==> src/rtl/bcd_pkg.sv <==
// Shared types and constants for the binary-to-BCD digit converter.
// The state encoding is fixed so that other blocks can decode the state register directly.
package bcd_pkg;

  typedef enum logic [1:0] {
    S_IDLE   = 2'd0,
    S_SHIFT  = 2'd1,
    S_FINISH = 2'd2
  } state_t;

  localparam logic [3:0] BCD_NINE = 4'h9;

  // Evaluated at elaboration time to size the overflow limit from the digit count.
  function automatic int unsigned pow10(input int unsigned n);
    int unsigned r;
    r = 1;
    for (int unsigned i = 0; i < n; i++) r = r * 10;
    return r;
  endfunction

  function automatic int max_int(input int a, input int b);
    return (a > b) ? a : b;
  endfunction

endpackage

==> src/rtl/bcd_digit_adjust.sv <==
// One decimal digit of the shift-and-add-3 step: a digit of 5 or more gets +3 so that
// the following left shift carries correctly into the next decade.
module bcd_digit_adjust (
  input  logic [3:0] digit,
  output logic [3:0] adjusted
);

  // Digits above 12 never occur for in-range inputs; the 4-bit wrap is harmless there.
  assign adjusted = (digit >= 4'd5) ? digit + 4'd3 : digit;

endmodule

==> src/rtl/bin_to_bcd_digits.sv <==
// Sequential shift-and-add-3 binary-to-BCD converter with a start/busy/done handshake.
// The result and overflow flag are held between conversions so the displays stay steady.
module bin_to_bcd_digits
  import bcd_pkg::*;
#(
  parameter int BIN_WIDTH = 14,
  parameter int DIGITS    = 4
) (
  input  logic                  clock,
  input  logic                  resetn,
  input  logic                  start,
  input  logic [BIN_WIDTH-1:0]  bin,
  output logic                  busy,
  output logic                  done,
  output logic [4*DIGITS-1:0]   bcd,
  output logic                  overflow
);

  localparam int          SCR_W   = 4 * DIGITS;
  localparam int unsigned MAX_VAL = pow10(DIGITS) - 1;
  localparam int          CNT_W   = (BIN_WIDTH > 1) ? $clog2(BIN_WIDTH) : 1;
  localparam int          CMP_W   = max_int(BIN_WIDTH, $clog2(MAX_VAL + 1));

  localparam logic [CMP_W-1:0] MAX_CMP  = CMP_W'(MAX_VAL);
  localparam logic [CNT_W-1:0] LAST_CNT = CNT_W'(BIN_WIDTH - 1);

  state_t               state;
  state_t               state_nxt;
  logic [CNT_W-1:0]     cnt;
  logic [BIN_WIDTH-1:0] shift_reg;
  logic [SCR_W-1:0]     scratch;
  logic [SCR_W-1:0]     adjusted;
  logic [SCR_W-1:0]     scratch_shifted;
  logic                 ovf_pend;
  logic                 ovf_in;
  logic                 accept;
  logic                 last_shift;

  for (genvar g = 0; g < DIGITS; g++) begin : g_adjust
    bcd_digit_adjust u_adjust (
      .digit    (scratch[4*g +: 4]),
      .adjusted (adjusted[4*g +: 4])
    );
  end

  // Adjust every digit first, then shift the whole {scratch, shift_reg} pair left by one.
  assign scratch_shifted = {adjusted[SCR_W-2:0], shift_reg[BIN_WIDTH-1]};

  assign ovf_in     = CMP_W'(bin) > MAX_CMP;
  assign accept     = (state == S_IDLE) && start;
  assign last_shift = (state == S_SHIFT) && (cnt == LAST_CNT);

  // NOTE: every always_comb output gets a default before the case, so no path leaves it
  // unassigned and no latch is inferred.
  always_comb begin
    state_nxt = state;
    case (state)
      S_IDLE:   if (start) state_nxt = S_SHIFT;
      S_SHIFT:  if (cnt == LAST_CNT) state_nxt = S_FINISH;
      S_FINISH: state_nxt = S_IDLE;
      default:  state_nxt = S_IDLE;
    endcase
  end

  // NOTE: sequential state uses non-blocking assignments so every register samples the
  // pre-edge values, independent of statement order.
  always_ff @(posedge clock or negedge resetn) begin
    if (!resetn) state <= S_IDLE;
    else         state <= state_nxt;
  end

  // NOTE: the datapath registers are plain flops, not a memory, so they are all reset;
  // an aborted conversion leaves nothing behind.
  always_ff @(posedge clock or negedge resetn) begin
    if (!resetn) begin
      cnt       <= '0;
      shift_reg <= '0;
      scratch   <= '0;
      ovf_pend  <= 1'b0;
      bcd       <= '0;
      overflow  <= 1'b0;
    end else if (accept) begin
      shift_reg <= bin;
      scratch   <= '0;
      cnt       <= '0;
      ovf_pend  <= ovf_in;
    end else if (state == S_SHIFT) begin
      scratch   <= scratch_shifted;
      shift_reg <= shift_reg << 1;
      cnt       <= cnt + CNT_W'(1);
      if (last_shift) begin
        bcd      <= ovf_pend ? {DIGITS{BCD_NINE}} : scratch_shifted;
        overflow <= ovf_pend;
      end
    end
  end

  assign busy = (state == S_SHIFT);
  assign done = (state == S_FINISH);

endmodule

==> config.mk <==
export PLATFORM = sky130hd
export DESIGN_NAME = bin_to_bcd_digits
export DESIGN_NICKNAME = d
export VERILOG_FILES = /design/src/rtl/bcd_pkg.sv /design/src/rtl/bcd_digit_adjust.sv /design/src/rtl/bin_to_bcd_digits.sv
export SDC_FILE = /design/constraint.sdc
export NUM_CORES = 1
export LEC_CHECK = 0
export ABC_AREA = 1
export BUFFER_PORTS_ARGS = -buffer_cell sky130_fd_sc_hd__buf_2
export CAP_MARGIN = 20
export CORE_MARGIN = 2
export CORE_UTILIZATION = 51
export DETAILED_ROUTE_END_ITERATION = 10
export GPL_ROUTABILITY_DRIVEN = 0
export GPL_TIMING_DRIVEN = 0
export HOLD_SLACK_MARGIN = 0.05
export PLACE_DENSITY = 0.76
export SLEW_MARGIN = 5
export SYNTH_ARGS = -nofsm -noshare
export SYNTH_HDL_FRONTEND = slang
export SYNTH_SLANG_ARGS = --single-unit
export TNS_END_PERCENT = 30
==> constraint.sdc <==
create_clock -name clock -period 1.44 [get_ports clock]
set_input_delay 0.144 -clock clock [delete_from_list [all_inputs] [get_ports clock]]
set_output_delay 0.144 -clock clock [all_outputs]
set_load 0.01 [all_outputs]
==> reports/metrics.csv <==
metric;value;unit
clock-pin slew of the registers on the worst-case setup and hold paths;0.09;ns
maximum VDD drop;1210;uV
Site Rows;26;
Tcrit/Tclk final;104;%
failing checks;setup timing;
cell area after synthesis;2630;sq um
Syn Area/Cell;7.96;sq um
Post-Place Cell Area;2910;sq um
hold_ws;0.0607;ns
TritonRoute pass-1 iters;4;
Leak Pwr;1.76;nW
dpl hpwl;3730;microns
Num CTS Buffers;5;
synthesized instance count;330;
wirelength, routed;5570;microns
Via density;4.90;
Worst Path Max Fanout;5;
CP most frequent cell;buf_8;
share of layout cells above drive strength 1;21.6;%
Congestion Overflow GR;0;
CTS tree;yes;
via total after detailed routing;2269;
initial cell density of the core;52.1;%
crit-path cells;inv_2, nand2_4, buf_8, buf_8, nor3_4, buf_4, nand3_2, nand2_1, inv_1;
crit path capture type;flip-flop;
initial antenna violation count;0;
Max Clock Skew;0.0102;ns
sequential area share after synthesis;51.5;%
largest net degree at the start of global routing;30;
delay-heaviest family, CP;buffers and inverters;
Finished Cell Area;3280;sq um
Hold Vio Cnt, Final;0;
top cell type's share of synthesized area;51.5;%
fin nets;419;
die area;5740;sq um
max cap viols;0;
# IOs;36;
actual slew at the worst max-slew pin;0.598;ns
Die H;75.8;microns
Core Box Area;5040;sq um
wire per inst;12.0;microns
Ant. Diodes;0;
top cells by area, synth;dfrtp_1 (51%), nand2_1 (18%), nand3_1 (7.8%);
CTS Sinks;54;
Area Growth Syn to Fin;24.7;%
total number of H-tree levels;2;
first-pass GRT wire length;9580;microns
vias in the first global route;2172;
Clock Latency Late Sink;0.31;ns
gr usage total;22.1;%
Worst EP arrival;1.71;ns
DRC Markers;0;
pwr/cell area;2230;nW/um^2
WP buf/inv;5;
Rel. slew slack;60.1;%
Fmax;669;MHz
register bit count reported by yosys;54;
Max stage delay on crit path;0.39;ns
Hold WC Path Type;in -> reg;
port buffer count;35;
fill count;423;
Slowest-stage cell, CP;dfrtp_1;
CP Launch Type;flip-flop;
initial DRC count;124;
endpoints failing setup;16;
dpl ws;-0.208;ns
most common cell after layout, fill and taps aside;nand2_1;
clk root buf;clkbuf_8;
Post-DRT Antenna Nets;0;
die width;75.8;microns
final core utilization;65.0;%
most frequent cells in the layout;nand2_1 (124), dfrtp_1 (53), nand3_1 (37), buf_2 (36), inv_1 (33);
Final Critical Period;1.50;ns
status;finished, violations left;
synth warn;0;
post-synthesis net count;357;
final slew viol count;0;
top cell type by total area after synthesis;dfrtp_1;
Cell variety after synth;20;
WP data required;1.66;ns
Setup WS post-layout;-0.0557;ns
clk buf depth;2;
RSZ-0062 raised after global routing;yes;
crit path kind;reg -> reg;
==> cells in the mapped netlist (all sizes together) <==
master  number
nor2        21
nand2      125
o21ai       11
nor3         1
ha          10
inv         37
nand3b       1
clkbuf       1
o211ai       1
nand4        3
buf          9
dfrtp       54
a21oi        6
nand3       41
or2          3
o22ai        6
==> worst paths after layout <==
check                          from           end  slack, ns  cells past startpoint
min in group asynchronous    resetn      overflow       0.37                      2
max reg2reg                state[1]       bcd[12]      -0.06                      9
max                        state[1]       bcd[12]      -0.06                      9
max in group asynchronous    resetn  shift_reg[6]       0.50                      3
min reg2reg                  bcd[5]        bcd[5]       0.48                      2
min                          bin[2]  shift_reg[2]       0.06                      3
==> cells by family after synthesis <==
logic type	share of synthesized area [%]
adder cells (fa/ha/maj)	4.76
AO/OA/AOI/OAI	4.95
buffers and inverters	7.72
flip-flops	51.5
AND/OR/NAND/NOR	31.1
==> layout make-up <==
class	instances	area, sq um	area share (%)
multi-input combinational	229	1130	34.5
inverter	37	143	4.35
clock buffer	7	76.3	2.33
timing repair buffer	55	363	11.1
sequential	54	1350	41.3
buffer	10	92.6	2.83
tap	70	87.6	2.67
clock inverter	1	30.0	0.917
==> worst min-delay path, delay by kind of cell <==
kind / cells / cell delay (ns)
simple gates: 2 / 0.11
buf+inv: 1 / 0.07
==> report_power, final <==
group | internal, mW | switching, mW
sequential | 2.26 | 0.467
combinational | 1.50 | 2.09
clock | 0.521 | 0.479
==> routing by layer <==
layer / global-route usage, % / vias up / routed length (microns)
met5: 0 / - / 0
met4: 7.41 / 0 / 76
met3: 3.70 / 7 / 161
met2: 37.7 / 41 / 2750
met1: 28.4 / 1060 / 2580
li1: - / 1161 / -
==> what timing repair did <==
item / 4_1_cts / 5_1_grt
pin swaps: 3 / 3
buffers inserted: 12 / 4
hold buffers: 3 / 0
gates resized for setup: 17 / 12
hold endpoints to repair: 27 / 0
gates cloned: 0 / 0
setup endpoints to repair: 18 / 49
==> stage by stage <==
stage	cells	TNS, ns	total power, mW
5_1_grt	463	-2.88	8.07
3_3_place_gp	435	-2.39	5.70
2_1_floorplan	330	0	4.95
6_report	463	-0.436	7.31
3_5_place_dp	436	-2.79	5.84
4_1_cts	459	-0.502	7.18
(Power assumes the default switching activity.)
